**src/rtl/mem_port_arbiter.sv**
```systemverilog
// rtl/mem_port_arbiter.sv - shares one memory port between fetch (imem) and load/store (dmem)
// Fixed dmem priority with an imem starvation guard; ARB_STATS_EN adds grant/conflict counters.
module mem_port_arbiter #(
  parameter int WIDTH    = 32,
  parameter int MAX_WAIT = 4
) (
  input  logic             clk,
  input  logic             rst_n,
  input  logic             imem_req,
  input  logic [WIDTH-1:0] imem_addr,
  output logic             imem_gnt,
  output logic             imem_rvalid,
  output logic [WIDTH-1:0] imem_rdata,
  input  logic             dmem_req,
  input  logic             dmem_we,
  input  logic [WIDTH-1:0] dmem_addr,
  input  logic [WIDTH-1:0] dmem_wdata,
  output logic             dmem_gnt,
  output logic             dmem_rvalid,
  output logic [WIDTH-1:0] dmem_rdata,
  output logic             mem_ren,
  output logic             mem_wen,
  output logic [WIDTH-1:0] mem_addr,
  output logic [WIDTH-1:0] mem_wdata,
  input  logic [WIDTH-1:0] mem_rdata,
  output logic [31:0]      stat_imem_grants,
  output logic [31:0]      stat_dmem_grants,
  output logic [31:0]      stat_conflicts
);

  localparam logic [1:0] S_IDLE   = 2'd0;
  localparam logic [1:0] S_ACCESS = 2'd1;
  localparam logic [1:0] S_RESP   = 2'd2;
  localparam int WW = $clog2(MAX_WAIT + 1);
  localparam logic [WW-1:0] WAIT_MAX = WW'(MAX_WAIT);

  logic [1:0]    state;
  logic          owner_d;
  logic [WW-1:0] wait_cnt;
  logic          decide;
  logic          pick_d;
  logic          pick_i;

  // dmem wins ties unless imem has already lost MAX_WAIT decisions in a row
  always_comb begin
    decide = (state == S_IDLE) || (state == S_RESP);
    pick_d = decide && dmem_req && !(imem_req && (wait_cnt == WAIT_MAX));
    pick_i = decide && imem_req && !pick_d;
  end

  always_ff @(posedge clk or negedge rst_n) begin
    if (!rst_n) begin
      state       <= S_IDLE;
      owner_d     <= 1'b0;
      imem_gnt    <= 1'b0;
      imem_rvalid <= 1'b0;
      imem_rdata  <= '0;
      dmem_gnt    <= 1'b0;
      dmem_rvalid <= 1'b0;
      dmem_rdata  <= '0;
      mem_ren     <= 1'b0;
      mem_wen     <= 1'b0;
      mem_addr    <= '0;
      mem_wdata   <= '0;
    end else begin
      imem_gnt    <= 1'b0;
      dmem_gnt    <= 1'b0;
      imem_rvalid <= 1'b0;
      dmem_rvalid <= 1'b0;
      case (state)
        S_IDLE, S_RESP: begin
          if (pick_d) begin
            state     <= S_ACCESS;
            owner_d   <= 1'b1;
            dmem_gnt  <= 1'b1;
            mem_addr  <= dmem_addr;
            mem_wdata <= dmem_we ? dmem_wdata : '0;
            mem_ren   <= ~dmem_we;
            mem_wen   <= dmem_we;
          end else if (pick_i) begin
            state     <= S_ACCESS;
            owner_d   <= 1'b0;
            imem_gnt  <= 1'b1;
            mem_addr  <= imem_addr;
            mem_wdata <= '0;
            mem_ren   <= 1'b1;
            mem_wen   <= 1'b0;
          end else begin
            state <= S_IDLE;
          end
        end
        S_ACCESS: begin
          // memory completed on the mid-cycle negedge; mem_rdata is stable here
          state   <= S_RESP;
          mem_ren <= 1'b0;
          mem_wen <= 1'b0;
          if (owner_d) begin
            dmem_rdata  <= mem_wen ? '0 : mem_rdata;
            dmem_rvalid <= 1'b1;
          end else begin
            imem_rdata  <= mem_rdata;
            imem_rvalid <= 1'b1;
          end
        end
        default: state <= S_IDLE;
      endcase
    end
  end

  always_ff @(posedge clk or negedge rst_n) begin
    if (!rst_n) begin
      wait_cnt <= '0;
    end else if (pick_i) begin
      wait_cnt <= '0;
    end else if (pick_d && imem_req && (wait_cnt != WAIT_MAX)) begin
      wait_cnt <= wait_cnt + 1'b1;
    end
  end

`ifdef ARB_STATS_EN
  always_ff @(posedge clk or negedge rst_n) begin
    if (!rst_n) begin
      stat_imem_grants <= '0;
      stat_dmem_grants <= '0;
      stat_conflicts   <= '0;
    end else begin
      if (pick_i) stat_imem_grants <= stat_imem_grants + 32'd1;
      if (pick_d) stat_dmem_grants <= stat_dmem_grants + 32'd1;
      if (decide && imem_req && dmem_req) stat_conflicts <= stat_conflicts + 32'd1;
    end
  end
`else
  assign stat_imem_grants = '0;
  assign stat_dmem_grants = '0;
  assign stat_conflicts   = '0;
`endif

endmodule

```
**config.mk**
```make
export PLATFORM = sky130hd
export DESIGN_NAME = mem_port_arbiter
export DESIGN_NICKNAME = d
export VERILOG_FILES = /design/src/rtl/mem_port_arbiter.sv
export SDC_FILE = /design/constraint.sdc
export NUM_CORES = 1
export LEC_CHECK = 0
export ABC_CLOCK_PERIOD_IN_PS = 1800
export BUFFER_PORTS_ARGS = -buffer_cell sky130_fd_sc_hd__buf_2
export CAP_MARGIN = 30
export CORE_AREA = 10 10 131 133
export DETAILED_ROUTE_END_ITERATION = 10
export DIE_AREA = 0 0 141 143
export PLACE_DENSITY = 0.79
export SYNTH_ARGS = -nofsm -noshare
export SYNTH_HDL_FRONTEND = slang
export SYNTH_SLANG_ARGS = --single-unit
```
**constraint.sdc**
```tcl
create_clock -name clk -period 1.8 [get_ports clk]
set_input_delay 0.27 -clock clk [delete_from_list [all_inputs] [get_ports clk]]
set_output_delay 0.27 -clock clk [all_outputs]
set_load 0.005 [all_outputs]
```
# Word level (Yosys, flattened, before mapping)
# Cells that the tools add are included.
# op_classes
add_sub_neg,1
n_eq_ne,5
muxes,27
div,0
bitwise,2
order_cmp,0
multipliers,0
n_reduce_logical,19
shift,0
# op_table
operator,count
two-way mux 32 bit,6
two-way mux 1 bit,16
AND reduction 2 bit,4
logical AND 1 bit,7
two-way mux 3 bit,2
inequality test 3 bit (second input constant),2
nonzero test 2 bit,3
case mux 1 bit (2 select lines),2
case mux 2 bit (2 select lines),1
adder 3 x 1 -> 3 bit (second input constant),1
== test 3 bit (second input constant),1
== test 2 x 1 -> 1 bit (second input constant),1
== test 2 bit (second input constant),1
logical NOT 1 bit,2
logical NOT 2 bit,1
NOT 1 bit,2
OR reduction 2 bit,1
logical OR 1 bit,1
# word_totals
inputBits,133
latch_bits,0
ram_bits,0
n_memories,0
register_bits,140
output_inout_bits,230
rom_bits,0

# Longest topological paths before layout
# Gate-level depths: netlist of run 1.
# logic_depth
word_depth,9
ltp_mapped,6
depth_no_buf,5

# Worst setup path before layout of run 1
# Ideal clock, no wire load.
# synth_timing
path_kind,register to register
start,register wait_cnt[0]
end,register mem_addr[15]
stages_incl_launch_ff,6
arrival_ns,1.384
synth_period_minus_slack_ns,1.510
setup_slack_ns,0.290
setup_time_ns,0.126
path_cell_list,dfrtp_1 > inv_1 > ha_1 > a31oi_4 > buf_4 > a221o_1
# synth_between
elab_chain_len,8
word_cells_on_any_way,9
cone_classes,eq/ne (1); mux (1); reduce/logical (7)
# synth_rtl
element,line,rtl
"start, declared",39,logic [WW-1:0] wait_cnt;
"start signal, assigned",116,wait_cnt <= wait_cnt + 1'b1;
== test 3 bit *,47,pick_d = decide && dmem_req && !(imem_req && (wait_cnt == WAIT_MAX));
logical AND 1 bit *,47,
logical NOT 1 bit *,47,
logical AND 1 bit *,47,
logical NOT 1 bit,48,pick_i = decide && imem_req && !pick_d;
logical AND 1 bit,48,
nonzero test 2 bit (no line),--,
AND reduction 2 bit (no line),--,
"end signal, assigned",76,mem_addr <= dmem_addr;
"end signal, assigned",84,mem_addr <= imem_addr;
"end, declared",23,"output logic [WIDTH-1:0] mem_addr,"
# Mark *: on every way between the ends. The rest lies on a longest branch, timed or not.
# A chain may end at the register's enable or synchronous reset.

# Final worst setup path of run 1
# layout_timing
start,register wait_cnt[0]
end,register mem_addr[24]
# Same word-level chain as after synthesis.

==> key figures, run 1 <==
Power and ir drop
  – Sw Pwr: approximately 3 mW
  – Final Total Pwr: ~11 mW
  – Sw Share: 0.2841
  – Seq pwr share: 0.422
  – VDD IR max: 615.5 uV
  – Pint: 7.694 mW
  – Pwr dens: approximately 1300 mW/mm2
  – Leakage dissipation: ~4.3 nW
  – Clock power share: 0.323
  – Comb power frac: 0.255

Floorplanning
  – Die Span X: approximately 140 um
  – Initial core utilization: 0.4367
  – Core ar.: approximately 0.014 mm2
  – Row Count: 44
  – Die height: ~140 um
  – Io pins: ~360
  – Die area: about 0.02 mm2

STA
  – Slew headroom: 0.5856
  – Final min period: around 1600 ps
  – Tcrit/Tclk final: 0.8920
  – Final Hold Violating Endpoints: 0
  – F_max: 622.8 MHz
  – Setup repair after global routing missed its margin: false
  – Clock skew: roughly 11 ps
  – Final Max Tran Viols: 0
  – Final Setup Violations: 0
  – Setup TNS: 0 ps
  – Slew @ Worst Pin: 620.0 ps

Logic synthesis
  – Register area share after synthesis: 0.5562
  – Synth Flop Type: dfrtp_1
  – Number of flops mapped to enable cells by yosys: 0
  – Post-synthesis register bit count: 140
  – Mapped Area: ~0.0063 mm2
  – Library cells used by synthesis: 29
  – Gate Count Post-Synth: ~520
  – Mean Syn Cell Area: roughly 12 um2
  – Synth warn: 0
  – Asr flop ratio synth: 1.000

Layout
  – Area Growth Syn to Fin: 29.06%
  – Antenna cell count: 0
  – Net total in the final layout: between 900 and 1000
  – Design area: slightly above 0.008 mm2
  – Final Util: 0.5636
  – Fin cells: about 980
  – Fill count: 1250
  – Layout cells sized above 1: 0.4506

CTS
  – Clock buffer count from CTS: 17
  – Root buf cell: clkbuf_16
  – Post-CTS setup buffer count: 0
  – CTS sink count: 140
  – Clock transition at the registers of the reported paths: roughly 60 ps
  – PostCTS Resize Cnt: 0
  – TritonCTS clock tree: built
  – CTS Buffer Depth: 2
  – Clk_lat worst skew: about 410 ps
  – H-tree depth: 4
  – Hold Buf Count CTS: 1

Worst setup path
  – R2r startpoint: wait_cnt[0]
  – Crit path max fanout: 35
  – Startpoint Class: register
  – R2R depth: 5
  – Top delay family on crit path: compound AO/OA/AOI/OAI gates
  – WP buf/inv: 2
  – Critical Path Sink: mem_addr[24]
  – Worst setup path category: reg2reg
  – Stages on worst setup path: 5
  – Critical path arrival: roughly 1900 ps
  – Critical Path End Type: register
  – Flop-to-flop setup slack: slightly below 200 ps
  – Crit path largest cell delay: 390 ps
  – Worst Setup SP: wait_cnt[0]
  – Crit path cell chain: inv_1 -> ha_1 -> a31oi_4 -> buf_12 -> a221o_1
  – CP Data Required Time: around 2100 ps
  – RR Endpoint: mem_addr[24]
  – Max stage delay cell, worst path: dfrtp_1

Placement
  – Port Buffers: approximately 270
  – DP Area: about 0.0075 mm2
  – DP HPWL: around 14000 um
  – Placed cells: 952
  – GP Congestion: roughly 0.76

Global route
  – Largest net degree at the start of global routing: 66
  – First-pass GRT wire length: around 28000 um
  – Gr ovfl total: 0
  – Initial antenna violation count: 1
  – Gr usage total: 0.1708
  – Number of global-route vias before repair: 5139

Route
  – Routed Antenna Nets: 0
  – Final WL: between 15000 and 20000 um
  – Vias: between 4000 and 5000
  – # DRC: 0
  – Routed wire per std cell: 18.09 um
  – DRT iter0 DRCs: about 160
  – DR vias/cell: between 4 and 5
  – DR pass1 iterations: 4

Run
  – Max-Cap Viols: 0

Run status
  – Status: finished clean

Min path
  – Hold Crit Class: in2reg
stage by stage:
step	hold slack, ps	setup slack [ps]
2_1_floorplan	-25.59	289.7
6_report	68.81	194.4
3_3_place_gp	235.2	234.0
5_1_grt	57.46	129.5
3_5_place_dp	235.3	205.0
4_1_cts	53.37	191.3
worst min-delay path by stage:
| stage | start | end | slack (ps) | cells past startpoint |
|---|---|---|---|---|
| 6_report | dmem_wdata[9] | mem_wdata[9] | 70 | 2 |
| 3_3_place_gp | rst_n | imem_rdata[11] | 240 | 1 |
| 4_1_cts | dmem_wdata[9] | mem_wdata[9] | 50 | 2 |
| 3_5_place_dp | rst_n | dmem_rdata[9] | 240 | 1 |
| 5_1_grt | dmem_wdata[27] | mem_wdata[27] | 60 | 2 |
| 2_1_floorplan | rst_n | dmem_gnt | -30 | 0 |
cell usage after synthesis (7+ instances only):
master    count  share of area
a221o_1      32          0.051
a22o_1       22          0.031
a22o_2       11          0.017
and2_1       33          0.033
buf_2         7         0.0056
buf_4        97           0.12
buf_6         8          0.014
clkbuf_1     13         0.0077
dfrtp_1     140           0.56
mux2_2       32          0.057
nand2_1      34          0.020
nand2b_1     35          0.035
o21ai_0      28          0.022
area by class of cell:
type,count,area [um2],share of cell area
timing repair buffer,280,1545,0.1901
clock buffer,19,442.9,0.05449
clock inverter,11,145.1,0.01785
sequential,140,3503,0.4310
multi-input combinational,343,2240,0.2755
inverter,6,22.52,0.002771
tap,184,230.2,0.02832
logic make-up (layout without fill, tap and decap cells):
logic type / count (synthesis) / count (layout) / synth area share
buffers and inverters: 131 / 316 / 0.1468
adders and majority gates: 2 / 2 / 0.003972
other: 1 / 96 / 0.0005954
AOI/OAI and AO/OA: 107 / 107 / 0.1424
and+or+nand+nor: 106 / 106 / 0.09277
DFF: 140 / 140 / 0.5562
muxes: 32 / 32 / 0.05721
flip-flops by register name (all words and copies together) (netlist names):
register,cells
mem_wdata,32
dmem_rdata,32
mem_wen,1
imem_gnt,1
imem_rvalid,1
imem_rdata,32
mem_addr,32
owner_d,1
mem_ren,1
dmem_gnt,1
dmem_rvalid,1
state,2
wait_cnt,3
power groups by stage:
stage | Sequential, mW | Clock [mW] | Combinational [mW]
2_1_floorplan | 4.62 | 0 | 1.35
3_3_place_gp | 4.55 | 0 | 2.74
3_5_place_dp | 4.57 | 0 | 2.83
4_1_cts | 4.54 | 3.56 | 2.82
5_1_grt | 4.65 | 3.70 | 3.07
6_report | 4.53 | 3.47 | 2.74
cells in the final DEF, fill, tap and decap left out, drive strengths merged, types with 32 or more instances in the layout:
master  instances
and2           33
dfrtp         140
conb           96
nand2b         37
buf           279
mux2           32
nand2          34
o21ai          32
a22o           33
a221o          32
layer usage:
| metal | up-vias | global-route usage | part of all wire |
|---|---|---|---|
| li1 | 2133 | - | - |
| met1 | 2186 | 0.1771 | 0.36 |
| met2 | 239 | 0.2837 | 0.50 |
| met3 | 19 | 0.1045 | 0.13 |
| met4 | 2 | 0.05054 | 0.012 |
| met5 | - | 0 | 0.00073 |
Power figures use the tool's default switching activity.
==> run 2: changes to the inputs <==
==> constraint.sdc (replaced) <==
create_clock -name clk -period 1.8 [get_ports clk]
set_input_delay 0.09 -clock clk [delete_from_list [all_inputs] [get_ports clk]]
set_output_delay 0.09 -clock clk [all_outputs]
set_load 0.005 [all_outputs]
==> run 2 against run 1 <==
Against the previous run: clock power is 11% higher; clock skew fell by 3.9 ps; setup slack got worse by 48 ps; largest power group unchanged; critical path type unchanged.
==> key figures, run 2 (synthesis results as in run 1) <==
Run status
  – Status: finished clean

Route
  – DRT iter0 DRCs: approximately 280
  – Final WL: roughly 22000 um
  – DR vias/cell: between 4 and 5
  – # DRC: 0
  – Vias: 5324
  – Routed wire per std cell: around 20 um
  – DR pass1 iterations: 4
  – Routed Antenna Nets: 0

Global route
  – Gr ovfl total: 0
  – Number of global-route vias before repair: between 5000 and 6000
  – Largest net degree at the start of global routing: between 60 and 70
  – Gr usage total: 0.2136
  – First-pass GRT wire length: about 34000 um
  – Initial antenna violation count: 5

STA
  – Final Hold Violating Endpoints: 0
  – Setup repair after global routing missed its margin: false
  – Clock skew: between 7 and 8 ps
  – Final Max Tran Viols: 0
  – Final Setup Violations: 0
  – Tcrit/Tclk final: 0.9185
  – Setup TNS: 0 ps
  – Slew @ Worst Pin: between 800 and 900 ps
  – Worst setup margin: ~150 ps
  – Slew headroom: 0.4512
  – F_max: around 600 MHz
  – Final min period: approximately 1700 ps

Floorplanning
  – Row Count: 44
  – Initial core utilization: 0.4367
  – Die height: 143 um
  – Die Span X: about 140 um
  – Io pins: roughly 360
  – Die area: 0.02016 mm2
  – Core ar.: 0.01442 mm2

Placement
  – GP Congestion: 0.7761
  – DP HPWL: between 10000 and 15000 um
  – DP Area: around 0.0075 mm2
  – Port Buffers: ~270
  – Setup WS pre-CTS: 213.3 ps
  – Placed cells: 950

Power and ir drop
  – Clock power share: 0.334
  – VDD IR max: 620.4 uV
  – Pwr dens: roughly 1200 mW/mm2
  – Final Total Pwr: 11.47 mW
  – Pint: around 8.2 mW
  – Sw Pwr: approximately 3.3 mW
  – Seq pwr share: 0.398
  – Leakage dissipation: around 5 nW
  – Comb power frac: 0.267
  – Sw Share: 0.2894

Worst setup path
  – R2r startpoint: wait_cnt[0]
  – RR Endpoint: mem_addr[9]
  – CP Data Required Time: between 2000 and 2500 ps
  – WP buf/inv: 2
  – Stages on worst setup path: 5
  – Flop-to-flop setup slack: between 100 and 150 ps
  – Crit path cell chain: inv_1 -> ha_1 -> a31oi_4 -> buf_12 -> a221o_1
  – Worst setup path category: reg2reg
  – Max stage delay cell, worst path: dfrtp_1
  – Crit path max fanout: 35
  – Critical path arrival: 1940 ps
  – Startpoint Class: register
  – Crit path largest cell delay: roughly 400 ps
  – R2R depth: 5
  – Top delay family on crit path: compound AO/OA/AOI/OAI gates
  – Critical Path End Type: register

Layout
  – Commonest non-fill, non-tap cell in the layout: buf_2
  – Design area: roughly 0.0095 mm2
  – Most frequent cells in the layout: buf_2, dfrtp_1, dlygate4sd3_1
  – Fill count: 1037
  – Fin cells: between 1000 and 1500
  – Net total in the final layout: approximately 1100
  – Area Growth Syn to Fin: 50.75%
  – Layout cells sized above 1: 0.3883

Min path
  – WHS Path Cells: 2
  – Min-delay src: imem_req
  – Hold Crit Class: in2reg
  – WHS Endpoint: wait_cnt[0]

CTS
  – CTS Buffer Depth: 2
  – Clock buffer count from CTS: 17
  – Clock transition at the registers of the reported paths: around 60 ps
  – Clk_lat worst skew: roughly 410 ps
  – Root buf cell: clkbuf_16
  – CTS sink count: 140
  – H-tree depth: 4
  – TritonCTS clock tree: built

Run
  – Max-Cap Viols: 0
==> run 2: timing repair <==
item | CTS | global route
buffers inserted | 0 | 0
hold endpoints to repair | 176 | 0
hold buffers | 130 | 0
gates resized for setup | 0 | 0
==> run 2: layout make-up <==
type                            count  area [um2]  share of cell area
Sequential cell                   140        3503              0.3690
Multi-Input combinational cell    343        2240              0.2359
Tap cell                          184       230.2             0.02425
Clock buffer                       17       425.4             0.04480
Timing Repair Buffer              407        2846              0.2998
Clock inverter                     14       217.7             0.02293
Antenna cell                        4       10.01            0.001054
Inverter                            6       22.52            0.002372
==> run 2: per-stage QoR <==
step | util | hold slack (ps)
after detailed placement | 0.5228 | 85.23
after global routing | 0.6583 | 106.7
after CTS | 0.6576 | 70.25
final | 0.6583 | 114.0
after floorplan | - | -205.6
after global placement | 0.5228 | 79.99
==> run 2: worst max path at each step <==
| stage | from | endpoint |
|---|---|---|
| 3_3_place_gp | wait_cnt[0] | mem_addr[16] |
| 2_1_floorplan | wait_cnt[0] | mem_addr[15] |
| 3_5_place_dp | wait_cnt[0] | mem_addr[17] |
| 5_1_grt | dmem_req | mem_wdata[14] |
| 4_1_cts | wait_cnt[0] | mem_addr[17] |
| 6_report | wait_cnt[0] | mem_addr[9] |
==> run 2: power by group through the flow <==
stage / registers [mW] / clock network (mW) / logic, mW
after detailed placement: 4.57 / 0 / 2.83
after CTS: 4.54 / 3.89 / 3.04
final: 4.57 / 3.84 / 3.07
after global placement: 4.54 / 0 / 2.75
after floorplan: 4.62 / 0 / 1.35
after global routing: 4.68 / 4.05 / 3.39
==> run 2: layer usage <==
| layer | wire [um] | vias up | track usage |
|---|---|---|---|
| li1 | - | 2403 | - |
| met1 | 7744 | 2523 | 0.2216 |
| met2 | 11290 | 349 | 0.3633 |
| met3 | 2599 | 47 | 0.09983 |
| met4 | 636 | 2 | 0.09511 |
| met5 | 7 | - | 0 |
==> run 3: changes to the inputs <==
--- a/config.mk
+++ b/config.mk
@@ -11,7 +11,7 @@
 export CORE_AREA = 10 10 131 133
 export DETAILED_ROUTE_END_ITERATION = 10
 export DIE_AREA = 0 0 141 143
-export PLACE_DENSITY = 0.79
+export PLACE_DENSITY = 0.77
 export SYNTH_ARGS = -nofsm -noshare
 export SYNTH_HDL_FRONTEND = slang
 export SYNTH_SLANG_ARGS = --single-unit
==> run 3 against run 2 <==
Against the previous run: die area is the same; sequential share of layout area grew 0.29 points; final area shrank 0.79%; total power fell by 2.4%; core utilization fell by 0.52 points; critical path depth unchanged; setup slack worse by 35 ps; wire length is 3.8% lower; largest power group unchanged.
==> key figures, run 3 (synthesis results as in run 1) <==
Global route
  – Number of global-route vias before repair: approximately 5800
  – Initial antenna violation count: 1
  – Gr ovfl total: 0
  – First-pass GRT wire length: 33170 um
  – Gr usage total: 0.2062
  – Largest net degree at the start of global routing: 66

Worst setup path
  – Worst setup path category: in2reg
  – Startpoint Class: input pin
  – Max stage delay cell, worst path: o21bai_4
  – Critical Path End Type: register
  – Crit path max fanout: 38
  – WP buf/inv: 3
  – CP Data Required Time: ~2100 ps
  – Top delay family on crit path: buffers and inverters
  – Crit path largest cell delay: between 600 and 700 ps
  – Critical path arrival: roughly 2000 ps
  – Crit path cell chain: dlygate4sd3_1 -> buf_2 -> o21bai_4 -> buf_4 -> a22o_1

STA
  – Worst setup margin: approximately 110 ps
  – Final Max Tran Viols: 0
  – Slew @ Worst Pin: 814.9 ps
  – Tcrit/Tclk final: 0.9381
  – F_max: approximately 600 MHz
  – Slew headroom: 0.4553
  – Setup TNS: 0 ps
  – Final Hold Violating Endpoints: 0
  – Clock skew: 10.01 ps
  – Setup repair after global routing missed its margin: false
  – Final Setup Violations: 0
  – Final min period: about 1700 ps

Floorplanning
  – Die area: a little over 0.02 mm2
  – Io pins: 363
  – Initial core utilization: 0.4367
  – Die height: ~140 um
  – Die Span X: 141 um
  – Row Count: 44
  – Core ar.: 0.01442 mm2

Min path
  – Hold Crit Class: in2reg

CTS
  – Clk_lat worst skew: 410 ps
  – Post-CTS setup buffer count: 0
  – TritonCTS clock tree: built
  – H-tree depth: 4
  – Clock buffer count from CTS: 17
  – PostCTS Resize Cnt: 0
  – Clock transition at the registers of the reported paths: 60 ps
  – CTS Buffer Depth: 2
  – Root buf cell: clkbuf_16
  – CTS sink count: 140

Route
  – Final WL: roughly 21000 um
  – Vias: 5293
  – Met3 routed WL: 2424 um
  – DR vias/cell: roughly 4.7
  – # DRC: 0
  – DR pass1 iterations: 4
  – Routed Antenna Nets: 0
  – Routed wl met2: 10230 um
  – Top Layer Used: met4
  – DRT iter0 DRCs: between 300 and 400
  – Routed wire per std cell: between 15 and 20 um
  – WL met1: approximately 8500 um

Power and ir drop
  – Final Total Pwr: between 10 and 15 mW
  – Leakage dissipation: a little under 5 nW
  – VDD IR max: 593.2 uV
  – Pwr dens: between 1000 and 1500 mW/mm2

Layout
  – Commonest non-fill, non-tap cell in the layout: buf_2
  – Most frequent cells in the layout: buf_2, dfrtp_1, dlygate4sd3_1
  – Layout cells sized above 1: 0.3903
  – Fill count: 994
  – Area Growth Syn to Fin: 49.56%
  – Fin cells: around 1100
  – Net total in the final layout: 1052
  – Storage element area: approximately 0.0035 mm2
  – Design area: 0.009420 mm2
  – Area taken by multi-input logic gates: approximately 0.0022 mm2

Placement
  – DP HPWL: roughly 14000 um
  – Setup WS pre-CTS: between 200 and 250 ps
  – GP Congestion: 0.7542
  – Placed cells: ~950
  – DP Area: between 0.007 and 0.008 mm2
  – Port Buffers: 266

Run
  – Max-Cap Viols: 0

Run status
  – Status: finished clean
-- run 3: layout make-up --
type                       count  area share
inverter                       6    0.002391
antenna                        2   0.0005313
timing repair buffer         409      0.2984
clock inverter                14     0.01793
sequential                   140      0.3719
tap                          184     0.02444
multi-input combinational    343      0.2377
clock buffer                  18     0.04662
-- run 3: worst paths after layout --
path,from,slack (ps),endpoint,cells after the start
worst max-delay path,dmem_req,110,mem_wdata[21],5
worst min-delay path,imem_req,130,wait_cnt[0],2
worst max register to register,wait_cnt[0],220,mem_addr[7],5
worst min register to register,dmem_rdata[4],470,dmem_rdata[4],2
max in group asynchronous,rst_n,960,mem_addr[11],3
min in group asynchronous,rst_n,230,imem_rdata[17],2
-- run 3: through the flow --
step                      utilization  hold slack, ps
after floorplan                     -          -205.6
after global placement         0.5204           84.42
after detailed placement       0.5204           81.35
after CTS                      0.6528           105.7
after global routing           0.6529           115.5
final                          0.6531           131.0
-- run 3: repair_timing --
item                                   CTS  global route
hold buffers                           130             0
setup endpoints to repair                0             1
endpoints found under the hold margin  178             0
-- run 3: where the power goes --
part           internal, mW  switching, mW  total [mW]
logic                  1.63           1.46        3.09
clock network          2.22           1.36        3.58
registers              4.05          0.483        4.53
-- run 3: metal layers --
layer,vias up,global-route usage
met5,-,0
met4,0,0.06522
met3,28,0.09983
met2,307,0.3281
met1,2551,0.2409
li1,2407,-
